<file path="config.mk">
export PLATFORM = sky130hd
export DESIGN_NAME = dvi_pattern_gen_flat
export DESIGN_NICKNAME = d
export VERILOG_FILES = /design/src/rtl/dvi_pattern_pkg.sv /design/src/rtl/dvi_pattern_gen_if.sv /design/src/rtl/dvi_pattern_gen_bounce_counter.sv /design/src/rtl/dvi_pattern_gen.sv /design/src/flat_wrapper.sv
export SDC_FILE = /design/constraint.sdc
export NUM_CORES = 1
export LEC_CHECK = 0
export CORE_MARGIN = 2
export CORE_UTILIZATION = 45
export CTS_CLUSTER_DIAMETER = 60
export DETAILED_ROUTE_END_ITERATION = 16
export HOLD_SLACK_MARGIN = 0.05
export PLACE_DENSITY = 0.68
export SLEW_MARGIN = 20
export SYNTH_ARGS = -nofsm -noshare
export SYNTH_HDL_FRONTEND = slang
export SYNTH_SLANG_ARGS = --single-unit
</file>
<file path="constraint.sdc">
create_clock -name pixelClk -period 3.1 [get_ports pixelClk]
set_input_delay 0.93 -clock pixelClk [delete_from_list [all_inputs] [get_ports pixelClk]]
set_output_delay 0.93 -clock pixelClk [all_outputs]
set_load 0.02 [all_outputs]
</file>
<file path="src/rtl/dvi_pattern_pkg.sv">
// Shared pattern codes, colour constants and the colour-bar palette lookup
// for the DVI test-pattern source.
package dvi_pattern_pkg;

   typedef enum logic [2:0] {
      PAT_BARS    = 3'd0,
      PAT_CHECKER = 3'd1,
      PAT_HRAMP   = 3'd2,
      PAT_VRAMP   = 3'd3,
      PAT_BOX     = 3'd4,
      PAT_BORDER  = 3'd5,
      PAT_WHITE   = 3'd6,
      PAT_BLACK   = 3'd7
   } pattern_e;

   typedef logic [23:0] rgb_t;

   localparam rgb_t COL_WHITE   = 24'hFFFFFF;
   localparam rgb_t COL_YELLOW  = 24'hFFFF00;
   localparam rgb_t COL_CYAN    = 24'h00FFFF;
   localparam rgb_t COL_GREEN   = 24'h00FF00;
   localparam rgb_t COL_MAGENTA = 24'hFF00FF;
   localparam rgb_t COL_RED     = 24'hFF0000;
   localparam rgb_t COL_BLUE    = 24'h0000FF;
   localparam rgb_t COL_BLACK   = 24'h000000;

   // Bar order left to right: white, yellow, cyan, green, magenta, red, blue, black.
   function automatic rgb_t bar_colour(input logic [2:0] idx);
      case (idx)
         3'd0:    return COL_WHITE;
         3'd1:    return COL_YELLOW;
         3'd2:    return COL_CYAN;
         3'd3:    return COL_GREEN;
         3'd4:    return COL_MAGENTA;
         3'd5:    return COL_RED;
         3'd6:    return COL_BLUE;
         default: return COL_BLACK;
      endcase
   endfunction

endpackage

</file>
<file path="src/rtl/dvi_pattern_gen_if.sv">
// Video link between the upstream timing generator, the pattern source and
// the TMDS encoder: timing strobes and coordinates in, aligned strobes and RGB out.
interface dvi_pattern_gen_if;
   logic       hsIn;
   logic       vsIn;
   logic       deIn;
   logic [9:0] pixelX;
   logic [9:0] pixelY;
   logic       hs;
   logic       vs;
   logic       de;
   logic [7:0] red;
   logic [7:0] green;
   logic [7:0] blue;

   // Timing side: drives strobes/coordinates, receives the coloured video.
   modport master (
      output hsIn, vsIn, deIn, pixelX, pixelY,
      input  hs, vs, de, red, green, blue
   );

   // Pattern source side.
   modport slave (
      input  hsIn, vsIn, deIn, pixelX, pixelY,
      output hs, vs, de, red, green, blue
   );
endinterface

</file>
<file path="src/rtl/dvi_pattern_gen_bounce_counter.sv">
// One axis of the bouncing box: steps one pixel per frame between 0 and MAX,
// reversing at either end and taking that frame's step in the new direction.
module bounce_counter #(
   parameter int MAX = 736
) (
   input  logic       pixelClk,
   input  logic       reset,
   input  logic       step,
   output logic [9:0] pos
);

   logic up;

   always_ff @(posedge pixelClk) begin
      if (reset) begin
         pos <= '0;
         up  <= 1'b1;
      end else if (step) begin
         if (up) begin
            if (pos == 10'(MAX)) begin
               up  <= 1'b0;
               pos <= pos - 10'd1;
            end else begin
               pos <= pos + 10'd1;
            end
         end else begin
            if (pos == 10'd0) begin
               up  <= 1'b1;
               pos <= pos + 10'd1;
            end else begin
               pos <= pos - 10'd1;
            end
         end
      end
   end

endmodule

</file>
<file path="src/rtl/dvi_pattern_gen.sv">
// Test-pattern pixel source: two-stage pipeline from timing strobes/coordinates
// to RGB, with pattern selection and box motion updated only at frame start.
module dvi_pattern_gen
   import dvi_pattern_pkg::*;
#(
   parameter int PIXELS_H           = 800,
   parameter int PIXELS_V           = 600,
   parameter int BAR_WIDTH          = 100,
   parameter int CHECK_LOG2         = 5,
   parameter int BOX_SIZE           = 64,
   parameter int FRAMES_PER_PATTERN = 120
) (
   input  logic                pixelClk,
   input  logic                reset,
   dvi_pattern_gen_if.slave    vid,
   input  logic [2:0]          patternSel,
   input  logic                autoCycle,
   output logic [2:0]          activePattern,
   output logic [15:0]         frameCount
);

   localparam int DIV_W = (FRAMES_PER_PATTERN > 1) ? $clog2(FRAMES_PER_PATTERN) : 1;

   logic             hs1, vs1, de1;
   logic [9:0]       x1, y1;
   logic             frameStart;
   pattern_e         pattern;
   logic [DIV_W-1:0] divider;
   logic [9:0]       bx, by;
   logic [2:0]       barIdx;
   logic             inBox, onBorder;
   rgb_t             colour;

   // vs1 doubles as the vsIn history used for falling-edge detection.
   assign frameStart    = vs1 & ~vid.vsIn;
   assign activePattern = pattern;

   // NOTE: clocked state uses non-blocking assignments so every register
   // samples pre-edge values regardless of statement order.
   always_ff @(posedge pixelClk) begin
      if (reset) begin
         hs1 <= 1'b1;
         vs1 <= 1'b1;
         de1 <= 1'b0;
         x1  <= '0;
         y1  <= '0;
      end else begin
         hs1 <= vid.hsIn;
         vs1 <= vid.vsIn;
         de1 <= vid.deIn;
         x1  <= vid.pixelX;
         y1  <= vid.pixelY;
      end
   end

   always_ff @(posedge pixelClk) begin
      if (reset) begin
         frameCount <= '0;
         pattern    <= PAT_BARS;
         divider    <= '0;
      end else if (frameStart) begin
         frameCount <= frameCount + 16'd1;
         if (!autoCycle) begin
            pattern <= pattern_e'(patternSel);
            divider <= '0;
         end else if (divider == DIV_W'(FRAMES_PER_PATTERN - 1)) begin
            pattern <= pattern_e'(pattern + 3'd1);
            divider <= '0;
         end else begin
            divider <= divider + 1'b1;
         end
      end
   end

   bounce_counter #(.MAX(PIXELS_H - BOX_SIZE)) u_bounce_x (
      .pixelClk (pixelClk),
      .reset    (reset),
      .step     (frameStart),
      .pos      (bx)
   );

   bounce_counter #(.MAX(PIXELS_V - BOX_SIZE)) u_bounce_y (
      .pixelClk (pixelClk),
      .reset    (reset),
      .step     (frameStart),
      .pos      (by)
   );

   // NOTE: every combinational output gets a default first so no path can
   // leave it unassigned and infer a latch.
   always_comb begin
      barIdx = 3'd7;
      // Highest bound first so the smallest matching bar wins: a comparator chain, no divide.
      for (int i = 7; i >= 1; i--) begin
         if (int'(x1) < i * BAR_WIDTH) barIdx = 3'(i - 1);
      end

      inBox = ({1'b0, x1} >= {1'b0, bx}) && ({1'b0, x1} < {1'b0, bx} + 11'(BOX_SIZE)) &&
              ({1'b0, y1} >= {1'b0, by}) && ({1'b0, y1} < {1'b0, by} + 11'(BOX_SIZE));

      onBorder = (x1 == 10'd0) || (x1 == 10'(PIXELS_H - 1)) ||
                 (y1 == 10'd0) || (y1 == 10'(PIXELS_V - 1));

      colour = COL_BLACK;
      case (pattern)
         PAT_BARS:    colour = bar_colour(barIdx);
         PAT_CHECKER: colour = (x1[CHECK_LOG2] ^ y1[CHECK_LOG2]) ? COL_WHITE : COL_BLACK;
         PAT_HRAMP:   colour = {x1[9:2], x1[9:2], x1[9:2]};
         PAT_VRAMP:   colour = {y1[9:2], 16'h0000};
         PAT_BOX:     colour = inBox ? COL_WHITE : COL_BLUE;
         PAT_BORDER:  colour = onBorder ? COL_WHITE : COL_BLACK;
         PAT_WHITE:   colour = COL_WHITE;
         PAT_BLACK:   colour = COL_BLACK;
         default:     colour = COL_BLACK;
      endcase
   end

   always_ff @(posedge pixelClk) begin
      if (reset) begin
         vid.hs <= 1'b1;
         vid.vs <= 1'b1;
         vid.de <= 1'b0;
         {vid.red, vid.green, vid.blue} <= COL_BLACK;
      end else begin
         vid.hs <= hs1;
         vid.vs <= vs1;
         vid.de <= de1;
         {vid.red, vid.green, vid.blue} <= de1 ? colour : COL_BLACK;
      end
   end

endmodule
</file>
<file path="src/flat_wrapper.sv">
// flat-port wrapper written by rule: the top's interface ports become plain ports
module dvi_pattern_gen_flat import dvi_pattern_pkg::*;
#(
   parameter int PIXELS_H           = 800,
   parameter int PIXELS_V           = 600,
   parameter int BAR_WIDTH          = 100,
   parameter int CHECK_LOG2         = 5,
   parameter int BOX_SIZE           = 64,
   parameter int FRAMES_PER_PATTERN = 120
)
  (pixelClk, reset, patternSel, autoCycle, activePattern, frameCount, vid_hsIn, vid_vsIn, vid_deIn, vid_pixelX, vid_pixelY, vid_hs, vid_vs, vid_de, vid_red, vid_green, vid_blue);
  dvi_pattern_gen_if vid_i ();
  input  logic pixelClk;
  input  logic reset;
  input  logic [2:0] patternSel;
  input  logic autoCycle;
  output logic [2:0] activePattern;
  output logic [15:0] frameCount;
  input wire logic [$bits(vid_i.hsIn)-1:0] vid_hsIn;
  input wire logic [$bits(vid_i.vsIn)-1:0] vid_vsIn;
  input wire logic [$bits(vid_i.deIn)-1:0] vid_deIn;
  input wire logic [$bits(vid_i.pixelX)-1:0] vid_pixelX;
  input wire logic [$bits(vid_i.pixelY)-1:0] vid_pixelY;
  output wire logic [$bits(vid_i.hs)-1:0] vid_hs;
  output wire logic [$bits(vid_i.vs)-1:0] vid_vs;
  output wire logic [$bits(vid_i.de)-1:0] vid_de;
  output wire logic [$bits(vid_i.red)-1:0] vid_red;
  output wire logic [$bits(vid_i.green)-1:0] vid_green;
  output wire logic [$bits(vid_i.blue)-1:0] vid_blue;
  assign vid_i.hsIn = vid_hsIn;
  assign vid_i.vsIn = vid_vsIn;
  assign vid_i.deIn = vid_deIn;
  assign vid_i.pixelX = vid_pixelX;
  assign vid_i.pixelY = vid_pixelY;
  assign vid_hs = vid_i.hs;
  assign vid_vs = vid_i.vs;
  assign vid_de = vid_i.de;
  assign vid_red = vid_i.red;
  assign vid_green = vid_i.green;
  assign vid_blue = vid_i.blue;
  dvi_pattern_gen #(.PIXELS_H(PIXELS_H), .PIXELS_V(PIXELS_V), .BAR_WIDTH(BAR_WIDTH), .CHECK_LOG2(CHECK_LOG2), .BOX_SIZE(BOX_SIZE), .FRAMES_PER_PATTERN(FRAMES_PER_PATTERN)) u_core (.pixelClk(pixelClk), .reset(reset), .vid(vid_i), .patternSel(patternSel), .autoCycle(autoCycle), .activePattern(activePattern), .frameCount(frameCount));
endmodule
</file>
==> run metrics <==
Max Fanout on Critical Path=4; Worst R2R Path Depth=8; synthesized area per cell=8.731 um^2; Lkg Pwr=2.494 nW; Ports=75; TritonRoute pass-1 iters=5; CP Class=in2reg; die footprint=12420 um^2; FF-to-FF End=u_core.u_bounce_x.pos[9]; Arr. time, crit path=2.93 ns; PwrDens=479.3 nW/um^2; CTS max path bufs=2; hold buffer count at CTS=0; crit-path most repeated cell=or4_1; leading cell type in the layout, fill and taps excluded=dfxtp_1; Max Fclk=371.0 MHz; Post-Syn Area=5195 um^2; CTS Buf Count=9; Crit. End Element=register; FF+latch count, synth=98; min Tclk post-route=2.695 ns; Hold Path Cell Cnt=1; period utilization=86.95%; crit-path cells=clkdlybuf4s50_1, nand2b_1, or4_1, or4_1, mux2i_1, xnor2_1, nor2_1; number of synthesized flops with an enable pin=0; PortBufs=74; Clock Latency Late Sink=0.35 ns; hold crit path type=reg2reg; Setup crit start kind=input port; Clock Skews=0.008689 ns; Final Wtd Congestion=0.8772; antenna-violating nets left=0; CP max stage delay=0.53 ns; vias post-DR=4490; global-route wire length before repair=20400 um; Synthesis Warnings=0; cts repair resizes=0; final hold slack=0.4183 ns; total gr overflow=0; r2r setup slk=0.43 ns; CP delay by family, top=simple AND/OR/NAND/NOR gates; worst slew pin tran=0.7352 ns; sequential area share after synthesis=37.76%; Max-cap violations=0; Inst Count DP=790; DPL Wire Length=8940 um; setup bufs post-CTS=0; Die H=111.4 um; Layout area overhead=23.72%; slowest stage cell, crit path=or4_1; clk sink count=98; Residual DRC=0; initial antenna violation count=0; non-filler instance count after layout=806; FFs w/ async S/R, synth=0%; Final Hold Violating Endpoints=0; hold endpoint=u_core.vid.hs; Starting Density=45.89%; Worst-path clk slew=0.07 ns; fraction of layout instances using a drive strength above 1=6.486%; most frequent cells in the layout=dfxtp_1 (98), clkdlybuf4s50_1 (73), nor2_1 (50); CTS HTree Levels=3; n_diodes=0; Via density=5.571; vias in the first global route=4287; largest net degree at the start of global routing=56; outcome=complete, no violations; CTS root buf=clkbuf_16; prevailing post-synth register cell=dfxtp_1; Cell variety after synth=55; detailed router's first-iteration violation count=301; CP required=3.33 ns; area of the core=11320 um^2; total track usage=19.81%; RSZ-0062 raised after global routing=no; Net Count, Synth=669; worst hold start=u_core.hs1; CTS tree=built; Routed wire per std cell=14.97 um; worst r2r src=u_core.u_bounce_x.pos[1]; Final Slew Violations=0; CP bufs+invs=1; Post-Syn Instances=595; Nets=732; site row count=39; Rel. slew slack=50.76%; Fin Setup TNS=0 ns; maximum VDD drop=0.3437 mV; Setup-failing EPs final=0; drt total wl=12070 um; die span in x=111.4 um
registers in the layout, indices dropped and copies added, names as in the netlist:
| signal | flops |
|---|---|
| u_core.u_bounce_y.pos | 10 |
| u_core.hs1 | 1 |
| u_core.frameCount | 16 |
| u_core.u_bounce_x.pos | 10 |
| u_core.y1 | 10 |
| u_core.vid.green | 8 |
| u_core.x1 | 10 |
| u_core.de1 | 1 |
| u_core.activePattern | 3 |
| u_core.u_bounce_y.up | 1 |
| u_core.vs1 | 1 |
| u_core.u_bounce_x.up | 1 |
| u_core.vid.red | 8 |
| u_core.vid.de | 1 |
| u_core.vid.vs | 1 |
| u_core.vid.blue | 8 |
| u_core.vid.hs | 1 |
| u_core.divider | 7 |
area by class of cell:
class                           count  area [um^2]
Multi-Input combinational cell    429         2962
Tap cell                          143        178.9
Timing Repair Buffer               84        823.3
Fill cell                        1037         4893
Inverter                           36        135.1
Clock buffer                        9        225.2
Sequential cell                    98         1962
Clock inverter                      7        141.4
cells by family (layout without fill, tap and decap cells):
family                   after synthesis  after routing  synth area share [%]
buffers and inverters                 68            136                 5.226
adder cells (fa/ha/maj)               45             45                 10.84
multiplexers                          13             13                 2.529
AO/OA/AOI/OAI                        120            120                 15.08
flip-flops                            98             98                 37.76
XOR/XNOR                              40             40                 6.744
AND/OR/NAND/NOR                      211            211                 21.82
metal layers:
metal  vias up  part of all wire (%)  GRT usage [%]
met5         -                     0              0
met4         0                   1.6          7.901
met3        15                   4.5          4.137
met2       114                    46          30.85
met1      2120                    48          26.99
li1       2241                     -              -
synthesized netlist by cell type (2+ instances only):
cell	instances	area share (%)
mux2i_1	12	2.3
nor3_1	6	0.58
nor2_1	50	3.6
clkbuf_1	24	1.7
and2_1	2	0.24
a211oi_1	7	1.0
nor2b_1	30	3.6
or2_1	2	0.24
a41oi_1	10	1.7
o21a_1	2	0.29
nand2_1	33	2.4
a31oi_1	15	1.8
buf_6	2	0.43
or3_1	7	0.84
xnor2_1	26	4.4
ha_1	45	11
o31ai_1	2	0.29
o41ai_1	2	0.34
a31o_2	3	0.51
o21ai_0	12	1.2
or2_2	6	0.72
nand4b_1	2	0.34
dfxtp_1	98	38
nor4_1	9	1.1
and3_1	3	0.36
a21oi_1	45	4.3
nand3_1	21	2.0
or4_1	4	0.58
a21o_1	8	1.2
a2111oi_0	3	0.51
xor2_1	14	2.4
o22ai_1	2	0.24
and4_1	6	1.0
nand2b_1	6	0.72
inv_1	36	2.6
buf_1	5	0.36
nand4_1	17	2.0
worst register-to-register path, stage by stage, from the launching register on:
cell and delay (ns):
dfxtp_1 0.35, inv_1 0.13, ha_1 0.21, or4b_4 0.50, o21a_4 0.25, or2_1 0.23
or4_1 0.40, a21oi_1 0.16, mux2_1 0.33
where the power goes:
part / internal [mW] / switching, mW
sequential: 1.30 / 0.0478
clock: 0.869 / 0.477
combinational: 0.180 / 0.204
worst max-delay path by stage:
| stage | cells past startpoint | startpoint | end | slack [ns] |
|---|---|---|---|---|
| 2_1_floorplan | 9 | u_core.u_bounce_x.pos[0] | u_core.u_bounce_x.pos[9] | 0.47 |
| 3_3_place_gp | 7 | vid_vsIn | u_core.u_bounce_y.pos[9] | 0.09 |
| 3_5_place_dp | 7 | vid_vsIn | u_core.u_bounce_y.pos[9] | 0.04 |
| 4_1_cts | 7 | vid_vsIn | u_core.u_bounce_y.pos[9] | 0.42 |
| 5_1_grt | 9 | u_core.u_bounce_y.pos[8] | u_core.vid.red[1] | 0.24 |
| 6_report | 7 | vid_vsIn | u_core.u_bounce_y.pos[9] | 0.40 |
through the flow:
step | worst slack [ns] | instance area (um^2) | power [mW] | util (%)
2_1_floorplan | 0.4664 | 5195 | 1.611 | -
3_3_place_gp | 0.08502 | 6061 | 1.746 | 53.54
3_5_place_dp | 0.03735 | 6061 | 1.756 | 53.54
4_1_cts | 0.4198 | 6427 | 3.111 | 56.78
5_1_grt | 0.2374 | 6427 | 3.206 | 56.78
6_report | 0.4046 | 6427 | 3.081 | 56.78
(Power assumes the default switching activity.)
